[config.mk]
export PLATFORM = sky130hd
export DESIGN_NAME = keypad_event_decoder_flat
export DESIGN_NICKNAME = d
export VERILOG_FILES = /design/src/rtl/keypad_pkg.sv /design/src/rtl/keypad_event_decoder_if.sv /design/src/rtl/keypad_evt_fifo.sv /design/src/rtl/keypad_event_decoder.sv /design/src/flat_wrapper.sv
export SDC_FILE = /design/constraint.sdc
export NUM_CORES = 1
export LEC_CHECK = 0
export ABC_AREA = 1
export BUFFER_PORTS_ARGS = -buffer_cell sky130_fd_sc_hd__buf_4
export CORE_MARGIN = 5
export CORE_UTILIZATION = 50
export CTS_CLUSTER_DIAMETER = 200
export CTS_CLUSTER_SIZE = 8
export DETAILED_ROUTE_END_ITERATION = 8
export HOLD_SLACK_MARGIN = 0.02
export PLACE_DENSITY = 0.68
export SLEW_MARGIN = 10
export SYNTH_ARGS = -nofsm -noshare
export SYNTH_HDL_FRONTEND = slang
export SYNTH_SLANG_ARGS = --single-unit
[constraint.sdc]
create_clock -name clk_50MHz -period 2.8 [get_ports clk_50MHz]
set_input_delay 0 -clock clk_50MHz [delete_from_list [all_inputs] [get_ports clk_50MHz]]
set_output_delay 0 -clock clk_50MHz [all_outputs]
set_load 0.02 [all_outputs]
[src/rtl/keypad_pkg.sv]
// keypad_pkg: shared definitions for the keypad event decoder.
//   - Keypad geometry and the key indices of the four paddle controls.
//   - The event record carried by the event FIFO.
//   - The push FSM state type.
//   - Helpers that validate and encode an active-low one-hot row/column vector.
package keypad_pkg;

    localparam int unsigned NUM_ROWS = 4;
    localparam int unsigned NUM_COLS = 4;
    localparam int unsigned NUM_KEYS = NUM_ROWS * NUM_COLS;

    localparam int unsigned KEY_UP1   = 15;
    localparam int unsigned KEY_DOWN1 = 3;
    localparam int unsigned KEY_UP2   = 12;
    localparam int unsigned KEY_DOWN2 = 0;

    typedef struct packed {
        logic [3:0] code;
        logic       press;
    } evt_t;

    typedef enum logic [2:0] {
        StIdle,
        StPush0,
        StPush1,
        StPush2,
        StPush3
    } push_state_e;

    // True when exactly one bit of v is low.
    function automatic logic onehot_low_valid(input logic [3:0] v);
        return (v == 4'b0111) || (v == 4'b1011) || (v == 4'b1101) || (v == 4'b1110);
    endfunction

    // Position of the low bit; only meaningful when onehot_low_valid(v).
    function automatic logic [1:0] onehot_low_index(input logic [3:0] v);
        logic [1:0] idx;
        idx = 2'd0;
        for (int i = 0; i < 4; i++) begin
            if (!v[i]) idx = 2'(i);
        end
        return idx;
    endfunction

endpackage

[src/rtl/keypad_event_decoder_if.sv]
// keypad_event_decoder_if: key event stream with a valid/ready handshake.
//   valid : head event present (producer -> consumer)
//   ready : consumer accepts the head event (consumer -> producer)
//   code  : key index of the head event
//   press : 1 = press, 0 = release
interface keypad_event_decoder_if;

    logic       valid;
    logic       ready;
    logic [3:0] code;
    logic       press;

    modport master (
        output valid,
        output code,
        output press,
        input  ready
    );

    modport slave (
        input  valid,
        input  code,
        input  press,
        output ready
    );

endinterface

[src/rtl/keypad_evt_fifo.sv]
// keypad_evt_fifo: show-ahead synchronous FIFO for key events.
//   clk, reset : clock and synchronous active-high reset
//   push       : write push_data (dropped if full and not popping this cycle)
//   push_data  : event to enqueue
//   pop        : remove the head entry (ignored when empty)
//   head       : head entry, zero when empty
//   valid      : FIFO non-empty
//   overflow   : sticky, set when a push was dropped
module keypad_evt_fifo
    import keypad_pkg::*;
#(
    parameter int unsigned DEPTH = 4
) (
    input  logic clk,
    input  logic reset,
    input  logic push,
    input  evt_t push_data,
    input  logic pop,
    output evt_t head,
    output logic valid,
    output logic overflow
);

    localparam int unsigned AW = $clog2(DEPTH);

    evt_t        mem [DEPTH];
    logic [AW:0] wr_q;
    logic [AW:0] rd_q;
    logic [AW:0] count;
    logic        full;
    logic        do_push;
    logic        do_pop;

    assign count   = wr_q - rd_q;
    assign valid   = count != '0;
    // DEPTH is a power of two, so the count MSB alone marks full.
    assign full    = count[AW];
    assign do_pop  = pop && valid;
    // A pop in the same cycle frees the slot, so a full FIFO still accepts.
    assign do_push = push && (!full || do_pop);
    assign head    = valid ? mem[rd_q[AW-1:0]] : '0;

    always_ff @(posedge clk) begin
        if (reset) begin
            wr_q     <= '0;
            rd_q     <= '0;
            overflow <= 1'b0;
        end else begin
            if (do_push) wr_q <= wr_q + 1'b1;
            if (do_pop)  rd_q <= rd_q + 1'b1;
            if (push && !do_push) overflow <= 1'b1;
        end
    end

    always_ff @(posedge clk) begin
        if (do_push) mem[wr_q[AW-1:0]] <= push_data;
    end

endmodule

[src/rtl/keypad_event_decoder.sv]
// keypad_event_decoder: reader side of the 4x4 keypad scan bus.
//   clk_50MHz    : system clock
//   reset        : synchronous active-high reset
//   keypad_row   : scanner row drive, active-low one-hot
//   keypad_col   : keypad column return, active-low, asynchronous
//   key_held     : debounced key levels, bit k = key k down
//   up1/down1/up2/down2 : paddle controls (keys 15, 3, 12, 0)
//   evt_overflow : sticky, an event was dropped
//   evt          : press/release event stream (master side)
module keypad_event_decoder
    import keypad_pkg::*;
#(
    parameter int unsigned SETTLE_CYC     = 16,
    parameter int unsigned DEBOUNCE_SCANS = 3,
    parameter int unsigned EVT_DEPTH      = 4
) (
    input  logic                          clk_50MHz,
    input  logic                          reset,
    input  logic [3:0]                    keypad_row,
    input  logic [3:0]                    keypad_col,
    output logic [NUM_KEYS-1:0]           key_held,
    output logic                          up1,
    output logic                          down1,
    output logic                          up2,
    output logic                          down2,
    output logic                          evt_overflow,
    keypad_event_decoder_if.master        evt
);

    localparam int unsigned DW = $clog2(SETTLE_CYC + 1);
    localparam int unsigned CW = $clog2(DEBOUNCE_SCANS + 1);
    localparam logic [DW-1:0] DWELL_MAX = DW'(SETTLE_CYC);
    localparam logic [CW-1:0] DEB_LAST  = CW'(DEBOUNCE_SCANS - 1);

    logic [3:0]                   col_meta;
    logic [3:0]                   col_sync;
    logic [3:0]                   col_hold;
    logic [3:0]                   row_q;
    logic [DW-1:0]                dwell_q;
    logic                         row_change;
    logic                         settled;
    logic                         commit;
    logic [1:0]                   row_idx;

    logic [NUM_KEYS-1:0]          held_q;
    logic [NUM_KEYS-1:0]          held_d;
    logic [NUM_KEYS-1:0][CW-1:0]  cnt_q;
    logic [NUM_KEYS-1:0][CW-1:0]  cnt_d;
    logic [3:0]                   chg_row;
    logic [3:0]                   kk;
    logic                         raw;

    push_state_e                  state_q;
    push_state_e                  state_d;
    logic [3:0]                   mask_q;
    logic [1:0]                   prow_q;
    logic                         fifo_push;
    logic [1:0]                   push_col;
    evt_t                         push_evt;
    evt_t                         head;
    logic                         fifo_valid;

    // Column sampling: synchronise the columns and only trust them once the
    // row has dwelt SETTLE_CYC cycles; col_hold keeps the last settled sample.
    assign row_change = keypad_row != row_q;
    assign settled    = dwell_q == DWELL_MAX;
    assign commit     = row_change && settled && onehot_low_valid(row_q);
    assign row_idx    = onehot_low_index(row_q);

    always_ff @(posedge clk_50MHz) begin
        if (reset) begin
            col_meta <= 4'hF;
            col_sync <= 4'hF;
            col_hold <= 4'hF;
            row_q    <= 4'hF;
            dwell_q  <= '0;
        end else begin
            col_meta <= keypad_col;
            col_sync <= col_meta;
            row_q    <= keypad_row;
            if (row_change)    dwell_q <= '0;
            else if (!settled) dwell_q <= dwell_q + 1'b1;
            if (settled) col_hold <= col_sync;
        end
    end

    // Debounce the four keys of the committed row.
    always_comb begin
        held_d  = held_q;
        cnt_d   = cnt_q;
        chg_row = '0;
        kk      = '0;
        raw     = 1'b0;
        if (commit) begin
            for (int c = 0; c < NUM_COLS; c++) begin
                kk  = {row_idx, 2'(c)};
                raw = ~col_hold[c];
                if (raw == held_q[kk]) begin
                    cnt_d[kk] = '0;
                end else if (cnt_q[kk] == DEB_LAST) begin
                    cnt_d[kk]  = '0;
                    held_d[kk] = raw;
                    chg_row[c] = 1'b1;
                end else begin
                    cnt_d[kk] = cnt_q[kk] + 1'b1;
                end
            end
        end
    end

    // Push FSM: one cycle per column, emitting only the columns that changed.
    always_comb begin
        state_d   = state_q;
        fifo_push = 1'b0;
        push_col  = 2'd0;
        unique case (state_q)
            StIdle:  if (commit && (chg_row != 4'd0)) state_d = StPush0;
            StPush0: begin push_col = 2'd0; fifo_push = mask_q[0]; state_d = StPush1; end
            StPush1: begin push_col = 2'd1; fifo_push = mask_q[1]; state_d = StPush2; end
            StPush2: begin push_col = 2'd2; fifo_push = mask_q[2]; state_d = StPush3; end
            StPush3: begin push_col = 2'd3; fifo_push = mask_q[3]; state_d = StIdle;  end
            default: state_d = StIdle;
        endcase
    end

    always_ff @(posedge clk_50MHz) begin
        if (reset) begin
            held_q  <= '0;
            cnt_q   <= '0;
            state_q <= StIdle;
            mask_q  <= '0;
            prow_q  <= '0;
        end else begin
            held_q  <= held_d;
            cnt_q   <= cnt_d;
            state_q <= state_d;
            if (state_q == StIdle && commit && (chg_row != 4'd0)) begin
                mask_q <= chg_row;
                prow_q <= row_idx;
            end
        end
    end

    // held_q already carries the new stable level while in PUSH.
    assign push_evt.code  = {prow_q, push_col};
    assign push_evt.press = held_q[{prow_q, push_col}];

    keypad_evt_fifo #(
        .DEPTH (EVT_DEPTH)
    ) u_fifo (
        .clk       (clk_50MHz),
        .reset     (reset),
        .push      (fifo_push),
        .push_data (push_evt),
        .pop       (fifo_valid && evt.ready),
        .head      (head),
        .valid     (fifo_valid),
        .overflow  (evt_overflow)
    );

    assign evt.valid = fifo_valid;
    assign evt.code  = head.code;
    assign evt.press = head.press;

    assign key_held = held_q;
    assign up1      = held_q[KEY_UP1];
    assign down1    = held_q[KEY_DOWN1];
    assign up2      = held_q[KEY_UP2];
    assign down2    = held_q[KEY_DOWN2];

endmodule

[src/flat_wrapper.sv]
// flat-port wrapper written by rule: the top's interface ports become plain ports
module keypad_event_decoder_flat import keypad_pkg::*;
#(
    parameter int unsigned SETTLE_CYC     = 16,
    parameter int unsigned DEBOUNCE_SCANS = 3,
    parameter int unsigned EVT_DEPTH      = 4
)
  (clk_50MHz, reset, keypad_row, keypad_col, key_held, up1, down1, up2, down2, evt_overflow, evt_valid, evt_code, evt_press, evt_ready);
  keypad_event_decoder_if evt_i ();
  input  logic clk_50MHz;
  input  logic reset;
  input  logic [3:0] keypad_row;
  input  logic [3:0] keypad_col;
  output logic [NUM_KEYS-1:0] key_held;
  output logic up1;
  output logic down1;
  output logic up2;
  output logic down2;
  output logic evt_overflow;
  output wire logic [$bits(evt_i.valid)-1:0] evt_valid;
  output wire logic [$bits(evt_i.code)-1:0] evt_code;
  output wire logic [$bits(evt_i.press)-1:0] evt_press;
  input wire logic [$bits(evt_i.ready)-1:0] evt_ready;
  assign evt_valid = evt_i.valid;
  assign evt_code = evt_i.code;
  assign evt_press = evt_i.press;
  assign evt_i.ready = evt_ready;
  keypad_event_decoder #(.SETTLE_CYC(SETTLE_CYC), .DEBOUNCE_SCANS(DEBOUNCE_SCANS), .EVT_DEPTH(EVT_DEPTH)) u_core (.clk_50MHz(clk_50MHz), .reset(reset), .keypad_row(keypad_row), .keypad_col(keypad_col), .key_held(key_held), .up1(up1), .down1(down1), .up2(up2), .down2(down2), .evt_overflow(evt_overflow), .evt(evt_i));
endmodule
After elaboration in Yosys (flattened, before gate mapping)

Memory sizes are Yosys's and may differ from the RTL's. A register that Yosys moved wholly into a read port is not among the register bits.
Cells that the tools add are included.

Flip-flop bits (word level): 85
Bits in latches: 0
Memory bits (writable): 20
Memory bits (read-only): 0
Bits of input ports: 11
Output and inout bits: 27
Word-level logic and storage cells: 185
Memories: 1

Memory list:

| memory            | depth | bits a word | read ports | clocked after memory_dff | wr ports | line                  | source |
|---|---|---|---|---|---|---|---|
| u_core.u_fifo.mem | 4     | 5           | 1          | 1                        | 1        | keypad_evt_fifo.sv:26 | `evt_t mem [DEPTH];` |

Add/subtract/negate cells: 8
Multipliers: 0
Divide/modulo/power cells: 0
Magnitude comparators: 9
Equality and inequality tests: 19
Shift operators: 0
Multiplexer cells: 85
Bitwise logic cells: 12
Reduce and logical (&&, ||, !) cells: 23

Operators by type and width:

| operator                                                                            | number |
|---|---|
| 32-bit 2-to-1 mux                                                                   | 11 |
| 16-bit 2-to-1 mux                                                                   | 11 |
| 32-bit AND                                                                          | 4 |
| 32-bit bitwise mux                                                                  | 4 |
| 16-bit bitwise mux                                                                  | 4 |
| 26-bit NOT with 32-bit output                                                       | 1 |
| 28-bit NOT with 32-bit output                                                       | 1 |
| 30-bit NOT with 32-bit output                                                       | 1 |
| 32-bit NOT                                                                          | 1 |
| 4-bit by 5-bit < comparator with 1-bit output, second input constant                | 5 |
| 2-bit 2-to-1 mux                                                                    | 12 |
| 1-bit 2-to-1 mux                                                                    | 20 |
| 2-bit binary-select mux with 2-bit select                                           | 4 |
| 2-bit demux with 2-bit select                                                       | 4 |
| 4-bit by 1-bit greater-or-equal comparator with 1-bit output, second input constant | 4 |
| 1-bit logical AND                                                                   | 13 |
| 4-bit equality test, second input constant                                          | 3 |
| 3-bit case mux with 4 select lines                                                  | 1 |
| 2-bit by 1-bit adder with 2-bit output, second input constant                       | 4 |
| 1-bit binary-select mux with 2-bit select                                           | 4 |
| 1-bit demux with 2-bit select                                                       | 4 |
| 2-bit equality test, second input constant                                          | 4 |
| 3-bit by 1-bit adder with 3-bit output, second input constant                       | 2 |
| 3-bit by 2-bit equality test with 1-bit output, second input constant               | 2 |
| 22 further kinds                                                                    | 32 |

Logic depth before layout (Yosys ltp)

Gate-level depths: netlist (run 1).

Depth after elaboration: 23
Mapped depth: 16
Gate-level depth less buffers: 15

Hierarchy

Synthesis (run 1) repeated with hierarchy kept, for this count alone.

Cell total of the unflattened synthesis: 644
Area, all modules: 5118.7 µm²

Modules (own cells, without submodules):

| module               | instances | cells an instance | area an instance (µm²) | seq. area each (µm²) |
|---|---|---|---|---|
| keypad_event_decoder | 1         | 504               | 3736.1                 | 1561.5 |
| keypad_evt_fifo      | 1         | 140               | 1382.6                 | 780.7 |

Worst setup path before layout (run 1)

Ideal clock, no wire load.

Kind: reg2reg
Start point: register u_core.row_q[3]
End point: register u_core.mask_q[3]
Library setup time: 0.113 ns
Arrival: 1.878 ns
Required time: 2.687 ns
Path slack: 0.810 ns
Stages on the path, launching flop included: 16
Buffers on the path: 3
Clock period less this slack: 1.990 ns
Path through: dfxtp_1 > buf_6 > buf_6 > inv_1 > nand2_1 > o21ai_0 > a221oi_1 > ha_1 > nand3_4 > nand2_1 > inv_1 > nand2_2 > nand3_2 > buf_6 > nor2_1 > nor2_1

Word-level cells in the longest chain between the ends: 9
Elaborated cells between the ends (all ways): 47
Those cells by class: 13 x eq/ne; 26 x mux; 8 x reduce/logical

RTL lines:

| element                                   | line                        | source |
|---|---|---|
| start: declaration                        | keypad_event_decoder.sv:38  | `logic [3:0] row_q;` |
| start signal: assignment                  | keypad_event_decoder.sv:80  | `row_q <= keypad_row;` |
| 2-bit 2-to-1 mux                          | keypad_pkg.sv:40            | `if (!v[i]) idx = 2'(i);` |
| 2-bit binary-select mux with 2-bit select | keypad_event_decoder.sv:100 | `end else if (cnt_q[kk] == DEB_LAST) begin` |
| 2-bit 2-to-1 mux (not written as such)    | keypad_event_decoder.sv:100 |  |
| 2-bit equality test                       | keypad_event_decoder.sv:100 |  |
| 1-bit 2-to-1 mux                          | keypad_event_decoder.sv:100 |  |
| 1-bit 2-to-1 mux                          | keypad_event_decoder.sv:98  | `if (raw == held_q[kk]) begin` |
| 4-bit 2-to-1 mux                          | keypad_event_decoder.sv:94  | `if (commit) begin` |
| 4-bit nonzero test                        | keypad_event_decoder.sv:137 | `if (state_q == StIdle && commit && (chg_row != 4'd0)) begin` |
| 1-bit logical AND                         | keypad_event_decoder.sv:137 |  |
| end signal: assignment                    | keypad_event_decoder.sv:138 | `mask_q <= chg_row;` |
| end: declaration                          | keypad_event_decoder.sv:55  | `logic [3:0] mask_q;` |

Several ways; a longest one is shown, not always the timed one. The select of a mux whose other input is x is not followed.
A chain may end at the register's enable or synchronous reset.

Worst setup path after layout (run 1)

Same ends and word-level chain as after synthesis.

==> summary.md, run 1 <==
The run finished with clean final reports. In the final routed layout, each cell accounts on average for 14.42 um. After routing, the total negative slack on setup checks comes to 0 ns. Setup repair after global routing left no endpoint under its margin.

The CTS buffer count was 9. The hold violation count in the final report was 0; the placed cell count was 756. Number of enable flip-flop cells after synthesis: 20. In the finished design, the share of the clock period the worst path needs comes to 87.88%.

The maximum number of buffers from clock root to sink is 2. For the total inserted antenna cells, the log shows 0. The layout overhead on the synthesized area is 14.89%.

The tree built by TritonCTS fans out to 107 sinks. In this run the power density over the cells is 587.0 mW/mm^2. Global routing consumed, on the met1 layer, 26.91% of the routing resources.

The master cell of the clock root buffer is clkbuf_8. The time the worst path needs with I/O delays and setup is 2.461 ns, and the cell area after synthesis is 0.004940 mm^2. The run gives 0.009712 ns as the setup skew after layout. The tools report the required time of the critical path as 3.07 ns. Across all layers, the routed design uses 4135 vias.

The actual transition at the worst max-transition pin was 0.5421 ns. The post-synthesis sequential element count was 107. The logs give 47.42% for the post-synthesis sequential area ratio and 0 for the remaining global-route overflow. The number of nets in the synthesized netlist is 631.

The run gives 0 as the total count of max-transition violations in the final report. The number of distinct library cells after synthesis was 40; the worst setup margin was 0.3393 ns. The highest-utilization routing layer at the global route stage was met2. For this block, the initial DRC count from the detailed router was 263. The layout has 869 filler cells. The worst-case IR drop observed on VDD is 0.3032 mV. TritonCTS built the clock tree.

The total length of routed wires is 11.38 mm. The placeable core region is 0.009684 mm^2. The logs give 0 for the number of cells upsized or downsized after cts and 36 for the maximum number of pins on one net before global-route repair. Across the run, the number of max-cap violations was 0. Startpoint type of the worst setup path: a flip-flop. Timing analysis after detailed placement gives a worst setup slack of 0.3730 ns. STA puts the critical path data arrival time at 2.73 ns. Synthesis produced a netlist whose cell count is 607. The area of the die was 0.01197 mm^2. Before antenna repair, the detailed router went through 7 iterations. The congestion estimate from routability-driven global placement came to 0.8725.

The share of async-settable or async-resettable flops after synthesis was 0%; the max-slew headroom at the worst pin was 63.72%. The post-synthesis area per instance works out to 8.138 um^2. Walking the worst path, the cells encountered are nand2_2, nand2_1, inv_1, o21ai_0, o221ai_1, ha_1, nand3_1, nand2_1, inv_1, nand2_2, nand3_2, nand2_1, nand2_1, nor2_1. The tools report the hold buffer count at CTS as 18. The via-per-instance ratio was 5.241. The initial cell density of the core is 51.01%, and the combined flip-flop and latch cell area is 0.002342 mm^2. In this run the worst path has a maximum fanout of 13. Slowest cell on the critical path: dfxtp_1.

The tightest min-delay check is of the flip-flop to flip-flop type. For this run, the top clock speed supported by timing is 406.4 MHz. CTS built an H-tree with a depth of 3. The post-DP HPWL was 8.343 mm; the port buffer count was 37. Clock-pin slew was measured on the worst setup and hold paths at 0.10 ns. Global routing used 34.52% of the available met2 tracks. The first global-routing pass estimated 19.36 mm of wire. The setup-violating endpoint count in the final report is 0, and the total number of yosys warnings is 0. Of the cells placed in the final design, the portion with a size suffix greater than 1 is 15.09%. The logs give 2.401 nW for the leakage power total and 20.60% for the aggregate global-route resource usage. The number of global-route vias before repair is 3959, and the worst stage delay on the critical path is 0.58 ns. The number of core rows was 36.

The y dimension of the die works out to 109.4 um. The library cell used most frequently in the layout, excluding fill and tap cells, is dfxtp_1. Leaving out fill and tap cells, the most frequent cells in the layout are dfxtp_1, nand2_1, o21ai_0, a21oi_1, inv_1. For this run, the leading register cell type out of synthesis is dfxtp_1.

The DRC violation count after routing is 0. The number of antenna violations at the first check in global routing was 0; the horizontal die dimension was 109.4 um. In this run the post-CTS setup repair buffer count came out at 0. Among the stages of the critical path, the cell type that occurs most often is nand2_1.

The finished layout holds 789 standard cells, fillers aside. The critical path start-end classification was flip-flop to flip-flop. Summing all multi-input logic gate instances after layout gives 0.002141 mm^2. Kind of end point of the critical path: a flip-flop.

The later pin in the worst-skew pair is clocked with a latency of 0.37 ns. The tools report the number of primary I/O pins as 38. The met3 track utilization from global routing came out at 4.052%.

The count of nets left with antenna violations once routing finished came out at 0. At the end of the flow, the number of nets in the layout was 676.
[area by class of cell]
| type | instances | share of cell area, % |
|---|---|---|
| clock buffer | 12 | 3.131 |
| clock inverter | 3 | 1.190 |
| inverter | 70 | 4.630 |
| multi-input combinational | 401 | 37.72 |
| sequential | 107 | 41.27 |
| tap | 133 | 2.932 |
| timing repair buffer | 63 | 9.127 |
[synth_stat cells, drive strengths merged, types with 6 or more instances]
cell type | n | area share [%]
a21oi | 70 | 7.1
buf | 20 | 3.2
clkbuf | 9 | 0.68
dfxtp | 87 | 35
edfxtp | 20 | 12
ha | 13 | 3.3
inv | 68 | 5.2
nand2 | 90 | 7.2
nand3 | 25 | 3.8
nor2 | 66 | 5.5
nor3 | 10 | 1.1
o211ai | 8 | 1.2
o21ai | 75 | 7.6
or2 | 14 | 1.8
xor2 | 6 | 1.1
[critical path, delay by kind of cell (launching register included)]
family | cells | cell delay (ns)
AO/OA/AOI/OAI | 2 | 0.32
adder cells (fa/ha/maj) | 1 | 0.24
buffers and inverters | 2 | 0.17
flip-flops | 1 | 0.58
AND/OR/NAND/NOR | 9 | 1.05
[state kept, by name, summed over array words and instances (netlist names), named ones only]
signal                  flops
u_core.state_q              3
u_core.col_meta             4
u_core.dwell_q              5
u_core.u_fifo.overflow      1
u_core.col_sync             4
u_core.col_hold             4
u_core.cnt_q               32
u_core.prow_q               2
u_core.mask_q               4
u_core.u_fifo.wr_q          3
u_core.row_q                4
u_core.key_held            16
u_core.u_fifo.rd_q          3
u_core.u_fifo.mem          20
[report_power, final]
group          total, mW  switching [mW]  internal [mW]
sequential          1.64          0.0482           1.60
clock               1.11           0.501          0.608
combinational      0.578           0.351          0.227
total               3.33           0.900           2.43
[worst paths after layout]
check                     start                 end  slack [ns]  cells after the start
max reg2reg     u_core.row_q[3]    u_core.mask_q[3]        0.34                     14
min          u_core.col_meta[0]  u_core.col_sync[0]        0.40                      1
min reg2reg  u_core.col_meta[0]  u_core.col_sync[0]        0.40                      1
max             u_core.row_q[3]    u_core.mask_q[3]        0.34                     14
[through the flow]
stage                     cell area [um^2]  hold WS [ns]  power (mW)  util, %
after global routing                  5675        0.4190       3.500    58.60
after CTS                             5675        0.4070       3.372    58.60
after floorplan                       4940        0.1038       2.063        -
after detailed placement              5250        0.1870       2.244    54.21
after global placement                5250        0.1843       2.224    54.21
final                                 5675        0.4043       3.332    58.60
[per-layer routing]
metal | wire, um | vias up
met5 | 0 | -
met4 | 177 | 0
met3 | 501 | 15
met2 | 5521 | 91
met1 | 5176 | 1921
li1 | - | 2108
[logic make-up (layout without fill, tap and decap cells)]
kind of cell,count (synthesis),count (layout),share of synthesized area [%]
adder cells (fa/ha/maj),13,13,3.293
AO/OA/AOI/OAI,170,170,18.57
XOR/XNOR,8,8,1.418
AND/OR/NAND/NOR,210,210,20.06
buffers and inverters,99,148,9.245
flip-flops,107,107,47.42
Note: power is estimated with default switching activity, not from simulation.
==> run 2: changes to the inputs <==
--- a/config.mk
+++ b/config.mk
@@ -10,7 +10,7 @@
 export CORE_MARGIN = 5
 export CORE_UTILIZATION = 50
 export CTS_CLUSTER_DIAMETER = 200
-export CTS_CLUSTER_SIZE = 8
+export CTS_CLUSTER_SIZE = 30
 export DETAILED_ROUTE_END_ITERATION = 8
 export HOLD_SLACK_MARGIN = 0.02
 export PLACE_DENSITY = 0.68
==> constraint.sdc (replaced) <==
create_clock -name clk_50MHz -period 2.3 [get_ports clk_50MHz]
set_input_delay 0 -clock clk_50MHz [delete_from_list [all_inputs] [get_ports clk_50MHz]]
set_output_delay 0 -clock clk_50MHz [all_outputs]
set_load 0.02 [all_outputs]
==> summary.md, run 2 (synthesis gave the netlist of run 1 again) <==
Slowest cell on the critical path: dfxtp_4 (was dfxtp_1). The time the worst path needs with I/O delays and setup is 2.105 ns (was 2.461 ns). The run finished with clean final reports. The run gives 7 (unchanged) as the number of search-and-repair iterations in the first detailed-routing pass. The maximum number of buffers from clock root to sink was 2 (unchanged). The DRC violation count after routing is 0 (unchanged), and the number of vias after detailed routing is 4360 (was 4135). Horizontal die dimension: 109.4 um (unchanged). Ordered list of cells on the worst path: nand3_2, inv_1, a221oi_1, ha_2, nand3_4, nand2_1, inv_1, nand2_2, nand3_4, nor2_1, nor2_1 (was nand2_2, nand2_1, inv_1, o21ai_0, o221ai_1, ha_1, nand3_1, nand2_1, inv_1, nand2_2, nand3_2, nand2_1, nand2_1, nor2_1). For the arrival time reported for the critical path endpoint, the log shows 2.38 ns (was 2.73 ns). Most used cells in the layout excluding fill and tap cells: nand2_1, dfxtp_1, o21ai_0, a21oi_1, inv_1 (was dfxtp_1, nand2_1, o21ai_0, a21oi_1, inv_1).

The sum of negative setup slack was 0 ns (unchanged); the initial cell density of the core was 51.01% (unchanged). The share of cells above drive strength 1 is 17.79% (was 15.09%), and the part of the cycle the worst path needs is 91.54% (was 87.88%). The number of primary I/O pins is 38 (unchanged), and the port buffer count is 37 (unchanged). The count of buffering cells on the critical path with inverters included came out at 2 (unchanged). Master cell of the clock root buffer: clkbuf_8 (unchanged).

The aggregate global-route resource usage came out at 21.50% (was 20.60%). TritonCTS built the clock tree. The remaining number of nets flagged by the antenna check after routing was 0 (unchanged). The tools report the required time of the critical path as 2.57 ns (was 3.07 ns).

The most common cell after layout, fill and taps aside was nand2_1 (was dfxtp_1). The run gives 8.535 mm (was 8.343 mm) as the post-DP HPWL. The run gives 0.37 ns (about the same) as the clock network latency to the later pin of the worst-skew pair.

The layout overhead on the synthesized area was 16.24% (was 14.89%). The critical path start-end classification is flip-flop to flip-flop (unchanged). Setup repair after global routing left no endpoint under its margin. The logs give 59.29% (was 58.60%) for the final core utilization and 0.3451 mV (was 0.3032 mV) for the peak supply drop.

The logs give 0 (unchanged) for the total count of max-transition violations in the final report and 12.12 mm (was 11.38 mm) for the total length of routed wires. The power density of the placed cells was 678.6 mW/mm^2 (was 587.0 mW/mm^2). The number of core rows came out at 36 (unchanged). The number of levels in the clock H-tree was 3 (unchanged). The number of global-route vias before repair came out at 4286 (was 3959). The cell family with the largest share of critical-path delay is simple AND/OR/NAND/NOR gates (unchanged). The leakage power total came out at 2.432 nW (was 2.401 nW). For the number of antenna violations at the first check in global routing, the log shows 0 (unchanged).

The logs give 0 (unchanged) for the setup-violating endpoint count in the final report and 475.0 MHz (was 406.4 MHz) for the highest clock frequency the design can meet. The clock sink total is 107 (unchanged), and the final-stage net count is 688 (was 676). The logs give 0.01197 mm^2 (unchanged) for the area of the die and 368 (was 263) for the number of DRC violations after detailed-routing iteration 0. The detail-routed net length per standard cell is 15.11 um (was 14.42 um).

The register containing the most flip-flops in the final layout was u_core.cnt_q (unchanged). The hold violation count in the final report was 0 (unchanged); the total inserted antenna cells was 0 (unchanged). The setup slack on the worst flop-to-flop path is 0.19 ns (was 0.34 ns). The flip-flop count of the largest register, all copies and words added was 32 (unchanged); the setup skew after layout was 0.007690 ns (was 0.009712 ns). The first-pass GRT wire length was 20.24 mm (was 19.36 mm); the maximum number of pins on one net before global-route repair was 62 (was 36). The path type of the worst min-delay path was primary input to flip-flop (was flip-flop to flip-flop).

The via-per-instance ratio is 5.436 (was 5.241). The placeable core region was 0.009684 mm^2 (unchanged). The max-slew headroom at the worst pin was 63.48% (was 63.72%); the clock transition at the registers of the reported paths was 0.10 ns (about the same). The run gives 0.8811 (was 0.8725) as the routability congestion estimate. The kind of end point of the critical path was a flip-flop (unchanged). The tools report the remaining global-route overflow as 0 (unchanged). The startpoint type of the worst setup path was a flip-flop (unchanged). The reported max-cap violation count was 0 (unchanged); the highest net fanout along the worst path was 11 (was 13). The actual transition at the worst max-transition pin came out at 0.5477 ns (was 0.5421 ns).

The worst stage delay on the critical path is 0.39 ns (was 0.58 ns), and the y dimension of the die is 109.4 um (unchanged). The CTS buffer count came out at 9 (unchanged).
[run 2: cell count changes in the layout (fill, tap and decap cells not counted), moves of 2 or more]
cell        previous run  this run
a221oi_1               3         1
a221oi_2               0         2
buf_4                 45        58
clkbuf_16              2         0
clkinvlp_4             1         3
dfxtp_1               87        84
dfxtp_4                0         2
[run 2: metal layers]
metal  GRT usage, %  share of wire [%]
met1          27.50                 43
met3          3.934                6.2
met4          7.836                2.2
met5              0                  0
met2          36.27                 49
[run 2: per-stage QoR]
| step | hold WS [ns] | cell area, um^2 | setup WS, ns | cells | power [mW] |
|---|---|---|---|---|---|
| 2_1_floorplan | 0.1038 | 4940 | 0.3098 | 607 | 2.512 |
| 3_3_place_gp | 0.1845 | 5348 | 0.1593 | 769 | 2.741 |
| 3_5_place_dp | 0.1876 | 5348 | 0.05788 | 769 | 2.764 |
| 4_1_cts | 0.3878 | 5712 | 0.01809 | 802 | 3.932 |
| 5_1_grt | 0.4121 | 5742 | 0.006285 | 802 | 4.102 |
| 6_report | 0.4108 | 5742 | 0.1947 | 802 | 3.896 |
[run 2: repair_timing]
action                                  in CTS  in global routing
endpoints found under the setup margin       5                 14
hold buffers                                17                  0
hold endpoints to repair                    21                  0
resized for setup                            1                  9
buffers inserted                             0                  0
pin swaps                                    0                  0
gates cloned                                 0                  0
[run 2: power by group]
part | switching, mW | internal, mW | total, mW | leakage [nW]
sequential | 0.0590 | 1.94 | 2.00 | 0.890
combinational | 0.443 | 0.305 | 0.749 | 1.46
clock | 0.637 | 0.508 | 1.15 | 0.0862
[run 2: worst register-to-register path: stages (launching register included)]
cell and delay, ns:
dfxtp_4 0.39, nand3_2 0.18, inv_1 0.12, a221oi_1 0.39, ha_2 0.29, nand3_4 0.08, nand2_1 0.07, inv_1 0.04
nand2_2 0.10, nand3_4 0.14, nor2_1 0.15, nor2_1 0.06
[run 2: worst paths after layout]
check | cells after the start | endpoint | startpoint
worst min-delay path | 3 | u_core.row_q[2] | keypad_row[2]
worst min register to register | 1 | u_core.col_sync[0] | u_core.col_meta[0]
worst max-delay path | 11 | u_core.mask_q[2] | u_core.row_q[1]
worst max register to register | 11 | u_core.mask_q[2] | u_core.row_q[1]
[run 2: layout make-up]
type / instances / area (um^2)
clock buffer: 11 / 131.4
fill: 882 / 3943
multi-input combinational: 401 / 2163
clock inverter: 5 / 61.31
inverter: 70 / 262.8
tap: 133 / 166.4
sequential: 107 / 2351
timing repair buffer: 75 / 605.6
